**src/rtl/mips_pipe_pkg.sv**
```systemverilog
// Shared types and constants for the MIPS pipeline MEM/WB slice.
package mips_pipe_pkg;

    localparam int unsigned REG_W           = 5;
    localparam int unsigned DATA_W          = 32;
    localparam int unsigned TIMEOUT_DEFAULT = 16;

    typedef enum logic {
        IDLE,
        WAIT
    } memState_t;

endpackage

```
**src/rtl/mips_mem_wb_reg.sv**
```systemverilog
// MEM/WB pipeline register: latches a retiring instruction, or inserts a bubble while MEM stalls.
module mips_mem_wb_reg
    import mips_pipe_pkg::*;
(
    input  logic              CLK,
    input  logic              RST,
    input  logic              retire,
    input  logic              regWriteIn,
    input  logic              memtoregIn,
    input  logic [REG_W-1:0]  writeRegIn,
    input  logic [DATA_W-1:0] writeDataIn,
    input  logic              busErrIn,
    input  logic              alignErrIn,
    output logic              RegWriteWB,
    output logic              MemtoregWB,
    output logic [REG_W-1:0]  WriteRegWB,
    output logic [DATA_W-1:0] WriteDataWB,
    output logic              BusErrWB,
    output logic              AlignErrWB
);

    always_ff @(posedge CLK) begin
        if (RST) begin
            RegWriteWB  <= 1'b0;
            MemtoregWB  <= 1'b0;
            WriteRegWB  <= '0;
            WriteDataWB <= '0;
            BusErrWB    <= 1'b0;
            AlignErrWB  <= 1'b0;
        end else if (retire) begin
            RegWriteWB  <= regWriteIn;
            MemtoregWB  <= memtoregIn;
            WriteRegWB  <= writeRegIn;
            WriteDataWB <= writeDataIn;
            BusErrWB    <= busErrIn;
            AlignErrWB  <= alignErrIn;
        end else begin
            // Bubble: control and error flags clear, data and register number hold.
            RegWriteWB  <= 1'b0;
            MemtoregWB  <= 1'b0;
            BusErrWB    <= 1'b0;
            AlignErrWB  <= 1'b0;
        end
    end

endmodule

```
**src/rtl/mips_mem_wb_stage.sv**
```systemverilog
// MEM-stage data-memory controller (req/ready with timeout) feeding the MEM/WB register.
module mips_mem_wb_stage
    import mips_pipe_pkg::*;
#(
    parameter int unsigned TIMEOUT = TIMEOUT_DEFAULT
)
(
    input  logic              CLK,
    input  logic              RST,
    input  logic              MemReadMEM,
    input  logic              MemwriteMEM,
    input  logic              MemtoregMEM,
    input  logic              RegWriteMEM,
    input  logic [DATA_W-1:0] ALUResultMEM,
    input  logic [DATA_W-1:0] ReadData2MEM,
    input  logic [REG_W-1:0]  WriteRegMEM,
    output logic              dmem_req,
    output logic              dmem_we,
    output logic [DATA_W-1:0] dmem_addr,
    output logic [DATA_W-1:0] dmem_wdata,
    input  logic [DATA_W-1:0] dmem_rdata,
    input  logic              dmem_ready,
    output logic              StallMEM,
    output logic              RegWriteWB,
    output logic              MemtoregWB,
    output logic [REG_W-1:0]  WriteRegWB,
    output logic [DATA_W-1:0] WriteDataWB,
    output logic              BusErrWB,
    output logic              AlignErrWB
);

    localparam int unsigned CNT_W = $clog2(TIMEOUT + 1);
    localparam logic [CNT_W-1:0] CNT_LAST = CNT_W'(TIMEOUT - 1);

    memState_t         state, stateNext;
    logic [CNT_W-1:0]  cnt, cntNext;
    logic              memOp, misaligned, access, abort, done, retire;
    logic              regWriteIn;
    logic [DATA_W-1:0] writeDataIn;

    always_ff @(posedge CLK) begin
        if (RST) begin
            state <= IDLE;
            cnt   <= '0;
        end else begin
            state <= stateNext;
            cnt   <= cntNext;
        end
    end

    // The request cycle in IDLE counts as the first waited cycle, so abort
    // fires in the request cycle numbered TIMEOUT (WAIT with cnt == TIMEOUT-1).
    always_comb begin
        stateNext = state;
        cntNext   = cnt;
        dmem_req  = 1'b0;
        abort     = 1'b0;
        case (state)
            IDLE: begin
                dmem_req = access;
                if (access && !dmem_ready) begin
                    stateNext = WAIT;
                    cntNext   = CNT_W'(1);
                end
            end
            WAIT: begin
                dmem_req = 1'b1;
                if (dmem_ready) begin
                    stateNext = IDLE;
                    cntNext   = '0;
                end else if (cnt == CNT_LAST) begin
                    abort     = 1'b1;
                    stateNext = IDLE;
                    cntNext   = '0;
                end else begin
                    cntNext = cnt + 1'b1;
                end
            end
            default: stateNext = IDLE;
        endcase
        if (RST) begin
            dmem_req = 1'b0;
            abort    = 1'b0;
        end
    end

    always_comb begin
        memOp      = MemReadMEM | MemwriteMEM;
        misaligned = memOp & (ALUResultMEM[1:0] != 2'b00);
        access     = memOp & ~misaligned;
        done       = dmem_req & dmem_ready;
        StallMEM   = dmem_req & ~dmem_ready & ~abort;
        retire     = ~StallMEM;

        dmem_we    = MemwriteMEM;
        dmem_addr  = ALUResultMEM;
        dmem_wdata = ReadData2MEM;

        regWriteIn  = RegWriteMEM & ~MemwriteMEM & ~misaligned & ~abort;
        writeDataIn = (MemtoregMEM && done) ? dmem_rdata : ALUResultMEM;
    end

    mips_mem_wb_reg u_memWbReg (
        .CLK         (CLK),
        .RST         (RST),
        .retire      (retire),
        .regWriteIn  (regWriteIn),
        .memtoregIn  (MemtoregMEM),
        .writeRegIn  (WriteRegMEM),
        .writeDataIn (writeDataIn),
        .busErrIn    (abort),
        .alignErrIn  (misaligned),
        .RegWriteWB  (RegWriteWB),
        .MemtoregWB  (MemtoregWB),
        .WriteRegWB  (WriteRegWB),
        .WriteDataWB (WriteDataWB),
        .BusErrWB    (BusErrWB),
        .AlignErrWB  (AlignErrWB)
    );

endmodule

```
**config.mk**
```make
export PLATFORM = sky130hd
export DESIGN_NAME = mips_mem_wb_stage
export DESIGN_NICKNAME = d
export VERILOG_FILES = /design/src/rtl/mips_pipe_pkg.sv /design/src/rtl/mips_mem_wb_reg.sv /design/src/rtl/mips_mem_wb_stage.sv
export SDC_FILE = /design/constraint.sdc
export NUM_CORES = 1
export LEC_CHECK = 0
export ABC_AREA = 1
export BUFFER_PORTS_ARGS = -buffer_cell sky130_fd_sc_hd__buf_2
export CAP_MARGIN = 20
export CORE_ASPECT_RATIO = 0.9
export CORE_MARGIN = 8
export CORE_UTILIZATION = 41
export CTS_CLUSTER_SIZE = 10
export DETAILED_ROUTE_END_ITERATION = 7
export GPL_ROUTABILITY_DRIVEN = 0
export GPL_TIMING_DRIVEN = 0
export PLACE_DENSITY = 0.81
export SYNTH_ARGS = -nofsm -noshare
export SYNTH_HDL_FRONTEND = slang
export SYNTH_SLANG_ARGS = --single-unit
```
**constraint.sdc**
```tcl
create_clock -name CLK -period 2.47 [get_ports CLK]
set_clock_uncertainty 0.15 [all_clocks]
set_input_delay 0.741 -clock CLK [delete_from_list [all_inputs] [get_ports CLK]]
set_output_delay 0.741 -clock CLK [all_outputs]
set_load 0.02 [all_outputs]
```
# ---- Word level (Yosys, flattened, before mapping)
# Index checks and enable logic that the tools add are counted.
dict set report word_totals {
  register_bits 47
  out_inout_bits 108
}
dict set report op_classes {
  n_eq_ne 2
  bitwise 14
  n_mux 15
  n_reduce_logical 5
  addsub 1
}
# op count
set op_table {}
lappend op_table {{$mux W32} 1}
lappend op_table {{$mux W5} 3}
lappend op_table {{$pmux W5 S2} 1}
lappend op_table {{$and A1 B1 Y1} 8}
lappend op_table {{$mux W1} 8}
lappend op_table {{$add A5 B1 Y5 const B} 1}
lappend op_table {{$eq A5 B4 Y1 const B} 1}
lappend op_table {{$not A1 Y1} 5}
lappend op_table {{$pmux W1 S2} 2}
lappend op_table {{$logic_and A1 B1 Y1} 2}
lappend op_table {{$ne A2 B2 Y1 const B} 1}
lappend op_table {{$reduce_bool A2 Y1} 1}
lappend op_table {{$reduce_or A2 Y1} 1}
lappend op_table {{$logic_not A1 Y1} 1}
lappend op_table {{$or A1 B1 Y1} 1}

# ---- Longest topological paths before layout
# Gate-level depths: netlist (run 1).
dict set report logic_depth {
  word_depth 9
  mapped_depth 10
  mapped_depth_nobuf 9
}

# ---- Cells and area by module
# Synthesis (run 1) repeated with hierarchy kept, for this count alone.
dict set report hier_totals {
  hier_cells 485
  hier_area_um2 3061.7
}
# module n_inst area_per_inst_um2 cells_per_inst
set by_module_without_submodules {}
lappend by_module_without_submodules {mips_mem_wb_reg 1 1630.3 248}
lappend by_module_without_submodules {mips_mem_wb_stage 1 1431.4 237}

# ---- Worst setup path after synthesis (run 1)
# No wires, ideal clock.
dict set report synth_timing {
  kind {input port to output port}
  from {input RST}
  to {output dmem_req}
  required_ps 1579
  path_slack_ps 116
  cell_stages 3
  path_buffers 2
  t_arrival_ps 1463
  cell_sequence {clkbuf_1 -> buf_2 -> a21oi_1}
}
dict set report synth_via {
  elab_chain_len 1
}
# element line_no
set synth_lines {}
lappend synth_lines {{start, declared} mips_mem_wb_stage.sv:9} ;# input logic RST,
lappend synth_lines {{$mux W1} mips_mem_wb_stage.sv:81} ;# if (RST) begin
lappend synth_lines {{end, declared} mips_mem_wb_stage.sv:17} ;# output logic dmem_req,
# No other way between the ends.

# ---- Worst setup path after layout (run 1)
# Same ends and word-level chain as after synthesis.

==> results.json, run 1 <==
{
  "io_buffers": 183,
  "grt_pass1_wl_um": 16070,
  "antenna_cells": 0,
  "synth_warnings": 0,
  "dieArea_um2": 10330,
  "drt_pass1_iterations": 4,
  "areaGrowthSynthToFinish_pct": 40.23,
  "crit_chain": "buf_2 > clkbuf_2 > buf_6 > a21oi_1 > buf_2",
  "max_stage_delay_ns": 0.19,
  "power.share.sequential_pct": 42.8,
  "p_sw_share_pct": 34.53,
  "drc": 0,
  "clockPowerShare_pct": 24.8,
  "clock_path_buffers": 2,
  "crit_top_cell": "buf_2",
  "die_width_um": 106.2,
  "fin_crit_sh_pct": 97.59,
  "postSynthCellCount": 432,
  "p_leak_nw": 2.534,
  "rows": 29,
  "grt_setup_unrepaired": "false",
  "dp.cells": 708,
  "drv_cap": 0,
  "hold_buffers": 0,
  "worst_ep_arrival_time_ns": 1.52,
  "cts_tree": "done",
  "coreArea_um2": 7076,
  "path_clk_slew_ns": 0.10,
  "intPower_mw": 1.267,
  "grt_max_degree": 17,
  "crit_type": "primary input to output pin",
  "track_usage_pct": 18.61,
  "finalSetupTns_ns": 0,
  "ys_seq_elements": 47,
  "avgRoutedWirePerCell_um": 14.16,
  "routed_wl_um": 10220,
  "ir_drop_v": 0.0002519,
  "fp.dieH_um": 97.21,
  "cpMaxStageDelayCell": "clkbuf_2",
  "avgSynthCellArea_um2": 6.954,
  "num_vias": 3358,
  "setup_slack_ns": 0.05956,
  "cts.sinks": 47,
  "combPwrFrac_pct": 32.3,
  "ant_nets": 0,
  "drtIter0Drc": 92,
  "start_kind": "primary input",
  "hold_viol": 0,
  "start_util_pct": 42.46,
  "htree_levels": 2,
  "nets": 737,
  "status": "finished clean",
  "insertion_delay_ns": 0.31,
  "worstPathMaxFanout": 10,
  "synth_area_um2": 3004,
  "yosysSeqAreaShare_pct": 31.32,
  "place_hpwl_um": 8469,
  "drive_gt1_share_pct": 50.87,
  "grt_pass1_vias": 3519,
  "yosysUniqueCellTypes": 25,
  "tightest_slew_ns": 0.5260,
  "powerDensity_nw_per_um2": 459.3,
  "endpoint_kind": "output pin",
  "final-instance-count-excl-fill": 722,
  "fmax_mhz": 414.9,
  "post-place-ws_ns": -0.2454,
  "setup_violations": 0,
  "ioPinCount": 216,
  "switching_power_mw": 0.6682,
  "relSlewSlack_pct": 64.94,
  "numCtsBuffers": 5,
  "drv_slew": 0,
  "period_minus_slack_ns": 2.410,
  "syn_nets": 541,
  "antenna_found_initial": 0,
  "hold_class": "flip-flop to flip-flop",
  "cp.required_ns": 1.58,
  "vias_per_cell": 4.651,
  "clock-root-buffer": "clkbuf_8",
  "grt_overflow": 0,
  "power_mw": 1.935
}
## stage by stage
step	cell area [um^2]	utilization, %	hold WS (ns)
floorplan	3004	-	0.2723
global route	4213	59.54	0.3685
finish	4213	59.54	0.3437
global placement	4036	57.05	0.2848
detailed placement	4036	57.05	0.2985
CTS	4182	59.10	0.3306
## critical path, delay by kind of cell
| kind | cells | cell delay (ns) |
|---|---|---|
| buffers and inverters | 4 | 0.67 |
| AOI/OAI and AO/OA | 1 | 0.10 |
## cells in the final DEF, fill, tap and decap left out, drive strengths merged
| master | synthesis | layout |
|---|---|---|
| o21ai | 7 | 7 |
| inv | 78 | 79 |
| nor3 | 1 | 1 |
| a211oi | 1 | 1 |
| clkinvlp | 0 | 2 |
| buf | 82 | 271 |
| clkbuf | 8 | 13 |
| nor2 | 14 | 14 |
| nand4 | 34 | 34 |
| xnor2 | 1 | 1 |
| nand2 | 81 | 81 |
| or2 | 1 | 1 |
| ha | 1 | 1 |
| o211ai | 1 | 1 |
| a21oi | 36 | 36 |
| dfxtp | 47 | 47 |
| nand3 | 38 | 38 |
| clkinv | 1 | 1 |
## synth_stat cells, drive strengths merged
cell / instances / area (um^2)
inv: 78 / 292.8
nor2: 14 / 55.06
clkinv: 1 / 3.750
buf: 82 / 600.6
dfxtp: 47 / 940.9
a21oi: 36 / 274.0
clkbuf: 8 / 30.03
nand2: 81 / 311.5
o211ai: 1 / 7.510
o21ai: 7 / 35.03
a211oi: 1 / 7.510
ha: 1 / 12.51
nand4: 34 / 212.7
nand3: 38 / 195.2
xnor2: 1 / 8.760
nor3: 1 / 10.01
or2: 1 / 6.260
## registers in the layout (all words and copies together), names as in the netlist
register,flops
u_memWbReg.AlignErrWB,1
u_memWbReg.MemtoregWB,1
u_memWbReg.RegWriteWB,1
u_memWbReg.WriteDataWB,32
u_memWbReg.WriteRegWB,5
cnt,5
u_memWbReg.BusErrWB,1
state,1
## per-layer routing
layer  part of all wire, %  GRT usage, %
met1                    39         18.38
met5                     0             0
met3                   9.7         7.162
met2                    50         34.57
met4                   2.0         5.946
## area by class of cell
| type | instances | area [um^2] |
|---|---|---|
| Inverter | 79 | 296.5 |
| Fill cell | 714 | 2863 |
| Timing Repair Buffer | 190 | 977.2 |
| Tap cell | 93 | 116.4 |
| Sequential cell | 47 | 943.4 |
| Clock inverter | 3 | 23.77 |
| Buffer | 89 | 633.1 |
| Clock buffer | 5 | 68.82 |
| Multi-Input combinational cell | 216 | 1154 |
## repair_timing
item                       CTS  global route
pin swaps                    3             6
buffers inserted             3             4
resized for setup           12             4
setup endpoints to repair    2             2
## worst paths after layout
check          from                        end  slack (ns)  cells after the start
max             RST                   dmem_req        0.06                      5
min          cnt[1]                     cnt[1]        0.34                      2
max reg2reg  cnt[0]  u_memWbReg.WriteDataWB[9]        0.56                     11
min reg2reg  cnt[1]                     cnt[1]        0.34                      2
## cell families (layout without fill, tap and decap cells)
family	count (synthesis)	in the layout	share of synthesized area, %
flip-flops	47	47	31.32
AO/OA/AOI/OAI	45	45	10.79
buffers and inverters	169	366	30.86
XOR/XNOR	1	1	0.2916
AND/OR/NAND/NOR	169	169	26.32
adder cells (fa/ha/maj)	1	1	0.4164
## power groups by stage
stage	Combinational, mW	Sequential (mW)	Clock, mW
2_1_floorplan	0.338	0.905	0
3_3_place_gp	0.608	0.844	0
3_5_place_dp	0.620	0.847	0
4_1_cts	0.629	0.829	0.505
5_1_grt	0.682	0.835	0.535
6_report	0.626	0.829	0.480
No activity file was read; power rests on OpenSTA's default activity.
==> run 2: changes to the inputs <==
CORE_UTILIZATION = 32   (was 41)
HOLD_SLACK_MARGIN = 0.05   (was not set)
PLACE_DENSITY = 0.65   (was 0.81)
==> run 2 against run 1 <==
Sequential share of layout area down 0.39 points. Largest cell class unchanged. Fmax down 1.5%. Cell count up 4.0%. Design area up 1.8%. Highest routed layer is now met5. Via count down 3.2%.
==> results.json, run 2 (synthesis results as in run 1) <==
{
  "drv_slew": 0,
  "clock_path_buffers": 2,
  "clock-root-buffer": "clkbuf_8",
  "p_leak_nw": 2.548,
  "reg2reg_to": "u_memWbReg.WriteDataWB[14]",
  "fp.dieH_um": 107.9,
  "holdPathEnd": "cnt[4]",
  "worst_ep_arrival_time_ns": 1.56,
  "avgRoutedWirePerCell_um": 13.64,
  "post-place-ws_ns": -0.2423,
  "finalSetupTns_ns": 0,
  "coreArea_um2": 9125,
  "nets": 737,
  "r2r_start": "cnt[0]",
  "layout_commonest_cell": "buf_2",
  "worstPathMaxFanout": 4,
  "start_kind": "primary input",
  "numCtsBuffers": 5,
  "hold_viol": 0,
  "start_util_pct": 32.92,
  "relSlewSlack_pct": 66.58,
  "insertion_delay_ns": 0.29,
  "antenna_found_initial": 1,
  "track_usage_pct": 15.13,
  "setup_slack_ns": 0.02284,
  "status": "finished clean",
  "ir_drop_v": 0.0002325,
  "cp.required_ns": 1.58,
  "crit_type": "primary input to output pin",
  "fin_crit_sh_pct": 99.08,
  "path_clk_slew_ns": 0.09,
  "grt_max_degree": 20,
  "ioPinCount": 216,
  "io_buffers": 183,
  "grt_pass1_wl_um": 15880,
  "powerDensity_nw_per_um2": 460.6,
  "drt_pass1_iterations": 4,
  "period_minus_slack_ns": 2.447,
  "die_width_um": 118.1,
  "num_vias": 3251,
  "rows": 33,
  "endpoint_kind": "output pin",
  "rr_worst_depth": 11,
  "cts_tree": "done",
  "htree_levels": 2,
  "hold_depth": 2,
  "top_regs": "u_memWbReg.WriteDataWB (32), cnt (5), u_memWbReg.WriteRegWB (5)",
  "grt_pass1_vias": 3321,
  "hold_class": "flip-flop to flip-flop",
  "place_hpwl_um": 8423,
  "largest_reg_flops": 32,
  "regMostFlops": "u_memWbReg.WriteDataWB",
  "drc": 0,
  "cts.sinks": 47,
  "antenna_cells": 0,
  "dieArea_um2": 12750,
  "grt_overflow": 0,
  "vias_per_cell": 4.329,
  "worst-r2r-setup-slack_ns": 0.61,
  "fillers": 963,
  "ant_nets": 0,
  "fmax_mhz": 408.6,
  "layout_common_cells": "190 x buf_2, 76 x nand2_1, 75 x inv_1",
  "areaGrowthSynthToFinish_pct": 42.69,
  "drv_cap": 0,
  "routed_wl_um": 10240,
  "drive_gt1_share_pct": 51.03,
  "tightest_slew_ns": 0.5013,
  "power_mw": 1.974,
  "setup_violations": 0,
  "fin_util_pct": 46.98,
  "hp-start": "cnt[4]",
  "drtIter0Drc": 115
}
==> run 2: stage by stage <==
| step | cell area (um^2) | hold slack (ns) | instances |
|---|---|---|---|
| after floorplan | 3004 | 0.2723 | 432 |
| after global placement | 4073 | 0.2880 | 737 |
| after detailed placement | 4073 | 0.2996 | 737 |
| after CTS | 4240 | 0.3135 | 748 |
| after global routing | 4287 | 0.3589 | 751 |
| final | 4287 | 0.3329 | 751 |
==> run 2: critical path: stages <==
cell and delay, ns:
buf_4 0.14, nor2_4 0.08, nand4_1 0.15, nand2_2 0.13, nand2_4 0.05, buf_6 0.12, inv_2 0.04, buf_6 0.10
==> run 2: area by class of cell <==
class / count / area (um^2) / share of cell area, %
inverter: 79 / 296.5 / 6.918
tap: 122 / 152.6 / 3.561
buffer: 89 / 635.6 / 14.83
clock buffer: 7 / 96.34 / 2.248
timing repair buffer: 190 / 983.4 / 22.94
sequential: 47 / 943.4 / 22.01
multi-input combinational: 216 / 1171 / 27.32
clock inverter: 1 / 7.507 / 0.1751
==> run 2: report_power, final <==
part           leakage [nW]  internal [mW]  switching (mW)  total [mW]
logic                  2.11          0.259           0.365       0.624
clock network        0.0505          0.255           0.265       0.521
registers             0.390          0.807          0.0236       0.830
==> run 2: repair_timing <==
action / in CTS / in global routing
hold endpoints to repair: 0 / 0
gates resized for setup: 15 / 6
hold buffers: 0 / 0
endpoints found under the setup margin: 2 / 1
setup buffers: 4 / 3
pin swaps: 3 / 5
==> run 2: routing by layer <==
metal  global-route usage, %  routed length, um  share of wire, %
met5                       0                 10             0.098
met4                   4.018                116               1.1
met3                   5.768                840               8.2
met2                   26.10               4804                47
met1                   17.31               4470                44
==> run 2: worst max path at each step <==
| stage | startpoint | end | slack [ns] | cells after the start |
|---|---|---|---|---|
| 2_1_floorplan | RST | dmem_req | 0.12 | 3 |
| 3_3_place_gp | ALUResultMEM[1] | StallMEM | -0.23 | 8 |
| 3_5_place_dp | ALUResultMEM[1] | StallMEM | -0.24 | 8 |
| 4_1_cts | dmem_ready | StallMEM | 0.003 | 8 |
| 5_1_grt | MemwriteMEM | StallMEM | -0.03 | 9 |
| 6_report | ALUResultMEM[0] | StallMEM | 0.02 | 8 |
